## config.mk

```make
export PLATFORM = sky130hd
export DESIGN_NAME = cla_serial_addsub
export DESIGN_NICKNAME = d
export VERILOG_FILES = /design/src/rtl/cla_serial_addsub.sv
export SDC_FILE = /design/constraint.sdc
export NUM_CORES = 1
export LEC_CHECK = 0
export CAP_MARGIN = 20
export CORE_ASPECT_RATIO = 1.4
export CORE_MARGIN = 2
export CORE_UTILIZATION = 30
export CTS_CLUSTER_DIAMETER = 80
export DETAILED_ROUTE_END_ITERATION = 10
export MAX_ROUTING_LAYER = met4
export PLACE_DENSITY = 0.54
export SLEW_MARGIN = 5
export SYNTH_ARGS = -nofsm -noshare
export SYNTH_HDL_FRONTEND = slang
export SYNTH_HIERARCHICAL = 1
export SYNTH_SLANG_ARGS = --single-unit
```

## constraint.sdc

```tcl
create_clock -name clk -period 3.2 [get_ports clk]
set_input_delay 0.8 -clock clk [delete_from_list [all_inputs] [get_ports clk]]
set_output_delay 0.8 -clock clk [all_outputs]
set_load 0.02 [all_outputs]
```

## src/rtl/cla_serial_addsub.sv

```systemverilog
// Multi-cycle WIDTH-bit adder/subtractor: one CHUNK-bit carry-lookahead slice per clock,
// least-significant slice first, with valid/ready handshakes on both sides.

module cla_slice #(
    parameter int CHUNK = 8
) (
    input  logic [CHUNK-1:0] a,
    input  logic [CHUNK-1:0] b,
    input  logic             ci,
    output logic [CHUNK-1:0] s,
    output logic             cmsb,
    output logic             co
);
    logic [CHUNK-1:0] g, p;
    logic [CHUNK:0]   c;

    // Each carry is a flat sum of products of g/p terms and ci; no bit-to-bit ripple.
    function automatic logic [CHUNK:0] lookahead(input logic [CHUNK-1:0] gv,
                                                 input logic [CHUNK-1:0] pv,
                                                 input logic             civ);
        logic [CHUNK:0] cv;
        logic           acc, pp;
        cv    = '0;
        cv[0] = civ;
        for (int i = 1; i <= CHUNK; i++) begin
            acc = 1'b0;
            pp  = 1'b1;
            for (int j = i - 1; j >= 0; j--) begin
                acc = acc | (gv[j] & pp);
                pp  = pp & pv[j];
            end
            cv[i] = acc | (pp & civ);
        end
        return cv;
    endfunction

    assign g    = a & b;
    assign p    = a ^ b;
    assign c    = lookahead(g, p, ci);
    assign s    = p ^ c[CHUNK-1:0];
    assign cmsb = c[CHUNK-1];
    assign co   = c[CHUNK];
endmodule

module cla_serial_addsub #(
    parameter int WIDTH = 32,
    parameter int CHUNK = 8
) (
    input  logic             clk,
    input  logic             rst,
    input  logic             in_valid,
    output logic             in_ready,
    input  logic [WIDTH-1:0] a,
    input  logic [WIDTH-1:0] b,
    input  logic             sub,
    input  logic             cin,
    output logic             out_valid,
    input  logic             out_ready,
    output logic [WIDTH-1:0] sum,
    output logic             cout,
    output logic             ovf
);
    localparam int NCH = WIDTH / CHUNK;
    localparam int IW  = (NCH > 1) ? $clog2(NCH) : 1;

    generate
        if (CHUNK < 1 || CHUNK > WIDTH || (WIDTH % CHUNK) != 0) begin : g_bad_cfg
            $error("cla_serial_addsub: WIDTH must be a multiple of CHUNK, 1 <= CHUNK <= WIDTH");
        end
    endgenerate

    typedef enum logic [1:0] {IDLE, RUN, DONE} state_t;
    state_t state, state_nxt;

    logic [WIDTH-1:0] a_q, b_q;
    logic             sub_q, carry_q;
    logic [IW-1:0]    idx;
    logic [CHUNK-1:0] a_sl, b_sl, s_sl;
    logic             cmsb_sl, co_sl, last;

    assign in_ready  = (state == IDLE);
    assign out_valid = (state == DONE);
    assign last      = (idx == IW'(NCH - 1));
    assign a_sl      = a_q[int'(idx)*CHUNK +: CHUNK];
    assign b_sl      = b_q[int'(idx)*CHUNK +: CHUNK];

    cla_slice #(.CHUNK(CHUNK)) u_slice (
        .a    (a_sl),
        .b    (b_sl),
        .ci   (carry_q),
        .s    (s_sl),
        .cmsb (cmsb_sl),
        .co   (co_sl)
    );

    always_ff @(posedge clk) begin
        if (rst) state <= IDLE;
        else     state <= state_nxt;
    end

    always_comb begin
        state_nxt = state;
        case (state)
            IDLE:    if (in_valid)  state_nxt = RUN;
            RUN:     if (last)      state_nxt = DONE;
            DONE:    if (out_ready) state_nxt = IDLE;
            default:                state_nxt = IDLE;
        endcase
    end

    always_ff @(posedge clk) begin
        if (rst) begin
            a_q     <= '0;
            b_q     <= '0;
            sub_q   <= 1'b0;
            carry_q <= 1'b0;
            idx     <= '0;
            sum     <= '0;
            cout    <= 1'b0;
            ovf     <= 1'b0;
        end else begin
            case (state)
                IDLE: if (in_valid) begin
                    // Subtract runs as a + ~b + ~borrow_in; cout is inverted back at the end.
                    a_q     <= a;
                    b_q     <= sub ? ~b : b;
                    sub_q   <= sub;
                    carry_q <= cin ^ sub;
                    idx     <= '0;
                end
                RUN: begin
                    sum[int'(idx)*CHUNK +: CHUNK] <= s_sl;
                    carry_q <= co_sl;
                    idx     <= idx + 1'b1;
                    if (last) begin
                        cout <= co_sl ^ sub_q;
                        ovf  <= cmsb_sl ^ co_sl;
                    end
                end
                default: ;
            endcase
        end
    end
endmodule

```

## Word-level counts from Yosys, hierarchy flattened

Index checks and enable logic that the tools add are counted.
W data, S select, Z words.

- Bits in registers: 104
- Bits in latches: 0
- RAM bits: 0
- ROM bits: 0
- Output and inout port bits: 36
- Memories: 0

- $add $sub $neg: 2
- $mul: 0
- Div/mod/pow operators: 0
- Order comparisons: 0
- Equal/unequal tests: 6
- Shift-type cells: 4
- Multiplexer cells: 10
- Bitwise operators: 107
- Reduce and logical (&&, ||, !) cells: 6

Operators with widths:

| operator | number |
|---|---|
| $and A1 B1 Y1 | 64 |
| $shiftx A32 B6 Y8 | 2 |
| $or A1 B1 Y1 | 36 |
| $neg A5 Y33 | 1 |
| $shift A8 B33 Y32 const A | 1 |
| $shiftx A8 B33 Y32 | 1 |
| $bwmux W32 | 1 |
| $mux W32 | 1 |
| $not A32 Y32 | 1 |
| $xor A8 B8 Y8 | 2 |
| $and A8 B8 Y8 | 1 |
| $mux W2 | 4 |
| $pmux W2 S3 | 1 |
| $reduce_and A2 Y1 | 3 |
| $eq A2 B2 Y1 const B | 2 |
| $ne A2 B2 Y1 const B | 2 |
| $pmux W2 S2 | 1 |
| $reduce_and A3 Y1 | 1 |
| $xor A1 B1 Y1 | 3 |
| $add A2 B1 Y2 const B | 1 |
| $eq A2 B1 Y1 const B | 1 |
| $logic_not A2 Y1 | 1 |
| $ne A2 B1 Y1 const B | 1 |
| $pmux W1 S2 | 1 |
| other kinds (2) | 2 |

## Depth between registers and ports, before layout

Gate-level depths: netlist of the first run.

- Word-level depth: 13
- Gate-level depth with buffers: 10
- Depth with buffers taken out: 8

## Modules after synthesis

The synthesis of the first run kept the hierarchy.

By module, submodules not included:

| module | instances | cells each | area each (um^2) |
|---|---|---|---|
| cla_serial_addsub | 1 | 453 | 4570.6 |
| cla_slice | 1 | 46 | 359.1 |

## Least setup slack after synthesis of the first run

Ideal clock, no wire load.

- Path type: register to register
- Start point: register idx[0]
- End point: register carry_q
- Library setup time: 0.128 ns
- Data arrival time: 2.753 ns
- Data required time: 3.072 ns
- Setup slack: 0.320 ns
- Stages on the path, launching flop included: 11
- Cell sequence: dfxtp_1 buf_6 buf_4 mux4_2 ha_1 a211oi_2 nor3_1 or2_4 a21o_1 a222oi_1 nor2_1

RTL lines:

| element | RTL line | text |
|---|---|---|
| from (decl) | 77 | `logic [IW-1:0] idx;` |
| from (signal assigned) | 134 | `idx <= idx + 1'b1;` |
| $shiftx A32 B6 Y8 (*) | 84 | `assign a_sl = a_q[int'(idx)*CHUNK +: CHUNK];` |
| net a_sl[0] | 78 | `logic [CHUNK-1:0] a_sl, b_sl, s_sl;` |
| $and A8 B8 Y8 / $xor A8 B8 Y8 (equally long branches) | 37, 38 |  |
| $and A1 B1 Y1, on equally long branches | 29, 30 |  |
| $or A1 B1 Y1 / $and A1 B1 Y1 (equally long branches) | 29, 32 |  |
| $or A1 B1 Y1 (*) | 32 | `cv[i] = acc \| (pp & civ);` |
| net co_sl | 79 | `logic cmsb_sl, co_sl, last;` |
| $pmux W1 S2 (*) | 122 | `case (state)` |
| to (signal assigned) | 128 | `carry_q <= cin ^ sub;` |
| to (signal assigned) | 133 | `carry_q <= co_sl;` |
| to (decl) | 76 | `logic sub_q, carry_q;` |

The timed path passes the listed nets; every way through them passes the cells marked *.
A chain may end at the register's enable or synchronous reset.

## Worst setup path after layout of the first run

- Start point: register idx[0]
- End point: register sum[15]

RTL lines:

| element | RTL line | text |
|---|---|---|
| $shiftx A32 B6 Y8 (*) | 84 |  |
| net a_sl[0] | 78 |  |
| $and A8 B8 Y8 / $xor A8 B8 Y8 (equally long branches) | 37, 38 |  |
| $and A1 B1 Y1, on equally long branches | 29, 30 |  |
| $or A1 B1 Y1 / $and A1 B1 Y1 (equally long branches) | 29, 32 |  |
| $or A1 B1 Y1 (*) | 32 |  |
| net cmsb_sl | 79 |  |
| $xor A8 B8 Y8 (*) | 40 | `assign s = p ^ c[CHUNK-1:0];` |
| net s_sl[7] | 78 |  |
| $shiftx A8 B33 Y32 (*) | 132 | `sum[int'(idx)*CHUNK +: CHUNK] <= s_sl;` |
| $bwmux W32 (*) | 132 |  |
| to (signal, indexed assignment) | 132 |  |
| to (decl) | 59 | `output logic [WIDTH-1:0] sum,` |

Marked as above.

==> flow_metrics.tcl, run 1 <==
set metrics [dict create \
    status "completed" \
    rows 55 \
    start_util 0.3061 \
    intPower_w 0.002243 \
    crit_chain "buf_12 > mux4_2 > ha_1 > a211oi_2 > nor3_1 > or2_4 > xor2_2 > nand2_1 > o32ai_1" \
    clk_pin_slew_ns 0.07 \
    slew_headroom 0.5201 \
    p_comb_frac 0.177 \
    slew_viol_final 0 \
    yosysWarnings 6 \
    ant_nets 0 \
    dpl.cell_count 775 \
    clk_latency_ns 0.35 \
    regArea_um2 2083 \
    start_kind "register" \
    synth-seq-area-share 0.4223 \
    clkSinkCount 104 \
    grt_max_degree 45 \
    synth_seq_cells 104 \
    worst_pin_slew_ns 0.7199 \
    grt_overflow 0 \
    total_power_w 0.003049 \
    leakage_nw 2.263 \
    drive_gt1_frac 0.1402 \
    postPlaceCellArea_um2 6095 \
    fin_nets 671 \
    setup_violations 0 \
    drc 0 \
    synthDistinctLibCells 48 \
    multiInputGateArea_um2 2580 \
    hold_viol 0 \
    max-cap-violations 0 \
    place_congestion 0.8828 \
    cts-htree-levels 3 \
    chipHeight_um 155.7 \
    worstPathMaxFanout 18 \
    ir_drop_v 0.0002919 \
    cp.required_ns 3.44 \
    hpwl_um 9890 \
    reg2reg_depth 9 \
    grt.total_usage 0.1560 \
    n_antenna_cell 0 \
    die_area_um2 17490 \
    grt_first_pass_wirelength_um 20740 \
    syn_avg_cell_area_um2 9.879 \
    final_cells 791 \
    synth_edf_count 0 \
    crit_cells 9 \
    finalWirelength_um 12900 \
    postCtsSetupBuffers 0 \
    switching_share 0.2644 \
    timing.final.crit_share 0.9228 \
    vias_per_cell 4.880 \
    die_x_um 112.3 \
    first_pass_iters 5 \
    clkPwrFrac 0.361 \
    synthSimpleGateAreaFrac 0.1449 \
    rsz0062_at_grt "no" \
    first_global_vias 3938 \
    timing.setup.tns_ns 0 \
    ios 106 \
    synth.area.mux_share 0.07513 \
    finalCriticalPeriod_ns 2.953 \
    vias 3860 \
    slowest_stage "mux4_2" \
    design_area_um2 6401 \
    cts_root_buf "clkbuf_16" \
    fmax_ghz 0.3387 \
    core_area_um2 16100 \
    tritoncts "built" \
    path_class "register to register" \
    netlist_area_um2 4930 \
    async_flop_share 0 \
    max_stage_delay_ns 0.54 \
    critical_path_arrival_ns 3.20 \
    wl_per_cell_um 16.31 \
    synth_top_family_by_area "compound AO/OA/AOI/OAI gates" \
    synth_cells 499 \
    skew_ns 0.006570 \
    powerDensity_nw_per_um2 476.3 \
    clockBufferDepth 2 \
    fillers 1600 \
    pwr-share-seq 0.462 \
    areaGrowthSynthToFinish_pct 29.85 \
    drt_first_iter_violations 265 \
    antenna_found_initial 0 \
    switchingPower_w 0.0008060 \
    synth_ff_type "dfxtp_1" \
    min_path_cells 2 \
    cp-end-kind "register" \
    cts_buffers 9 \
    synthAdderAreaFrac 0.03706 \
    critPathBufInv 1 \
    worstHoldPathType "register to register" \
    critPathTopFamily "compound AO/OA/AOI/OAI gates" \
    synth_compound_area_frac 0.1924 \
    portBuffers 105 \
    synth_xor_xnor_area_share 0.07107 \
    syn_nets 583 \
    timing.hold.ws_ns 0.4513 \
]
-- layer usage --
| metal | vias up | part of all wire | GRT usage |
|---|---|---|---|
| li1 | 1946 | - | - |
| met1 | 1796 | 0.41 | 0.1736 |
| met2 | 101 | 0.52 | 0.2748 |
| met3 | 17 | 0.042 | 0.03069 |
| met4 | 0 | 0.021 | 0.06098 |
| met5 | - | 0 | - |
-- cell families (layout without fill, tap and decap cells) --
family	Yosys count	count (layout)
XOR/XNOR	40	40
adder cells (fa/ha/maj)	14	14
flip-flops	104	104
AND/OR/NAND/NOR	158	158
buffers and inverters	47	140
AO/OA/AOI/OAI	119	119
multiplexers	17	17
-- cell usage in the layout, fill, tap and decap left out, drive strengths merged, types with 7 or more instances in the layout --
| cell type | n |
|---|---|
| mux4 | 16 |
| a32o | 16 |
| clkdlybuf4s50 | 103 |
| dfxtp | 104 |
| buf | 13 |
| nand2 | 80 |
| ha | 13 |
| inv | 8 |
| clkbuf | 10 |
| xnor2 | 38 |
| a211oi | 38 |
| nor2 | 44 |
| a21oi | 44 |
| nand3 | 7 |
-- path summary, 6_finish.rpt --
path | startpoint | end | slack (ns)
setup reg to reg | idx[0] | sum[15] | 0.25
hold reg to reg | a_q[6] | a_q[6] | 0.45
hold / removal | a_q[6] | a_q[6] | 0.45
setup / recovery | idx[0] | sum[15] | 0.25
-- synth_stat cells (3+ instances only) --
library cell / number / share of area
dfxtp_1: 104 / 0.42
nand2_1: 80 / 0.061
nor2_1: 44 / 0.034
a21oi_1: 42 / 0.043
xnor2_1: 38 / 0.068
a211oi_2: 22 / 0.056
a211oi_1: 16 / 0.024
a32o_1: 16 / 0.032
mux4_2: 16 / 0.073
buf_2: 15 / 0.015
ha_1: 13 / 0.033
buf_6: 9 / 0.021
buf_1: 7 / 0.0053
nand3_1: 7 / 0.0071
inv_1: 6 / 0.0046
nand4_1: 6 / 0.0076
a22o_1: 5 / 0.0089
buf_4: 5 / 0.0076
o21ai_1: 5 / 0.0051
a21o_1: 3 / 0.0046
clkbuf_1: 3 / 0.0023
o32ai_1: 3 / 0.0053
-- registers in the layout (all words and copies together), names as in the netlist --
name and flops:
b_q 32, cout 1, idx 2, a_q 32
sub_q 1, state 2, carry_q 1, ovf 1
sum 32
-- timing repair --
action,in CTS,in global routing
endpoints found under the hold margin,0,0
hold buffers,0,0
setup endpoints to repair,0,2
gates resized for setup,0,2
-- tightest hold or removal path: stages, from the launching register on --
cell	delay [ns]
dfxtp_1	0.31
nand2_1	0.05
a21oi_1	0.05
-- layout make-up --
class / count / share of cell area
Clock buffer: 10 / 0.03733
Clock inverter: 6 / 0.009187
Inverter: 8 / 0.004691
Multi-Input combinational cell: 348 / 0.4030
Sequential cell: 104 / 0.3254
Tap cell: 199 / 0.03890
Timing Repair Buffer: 116 / 0.1814
-- stage by stage --
step	worst slack, ns	utilization
finish	0.2471	0.3975
global route	0.06688	0.3975
CTS	0.04111	0.3970
detailed placement	0.1881	0.3785
global placement	0.3161	0.3785
floorplan	0.3198	-
-- power by group through the flow --
stage / registers [W] / logic [W] / clock network [W]
after floorplan: 0.00142 / 0.000354 / 0
after global placement: 0.00144 / 0.000530 / 0
after detailed placement: 0.00144 / 0.000538 / 0
after CTS: 0.00141 / 0.000543 / 0.00112
after global routing: 0.00141 / 0.000591 / 0.00118
final: 0.00141 / 0.000540 / 0.00110
Power figures use the tool's default switching activity.
==> run 2, diff against run 1 <==
- CAP_MARGIN: 20 -> default
==> results of run 2 <==
Final layout, timing and power as in run 1 (identical DEF).
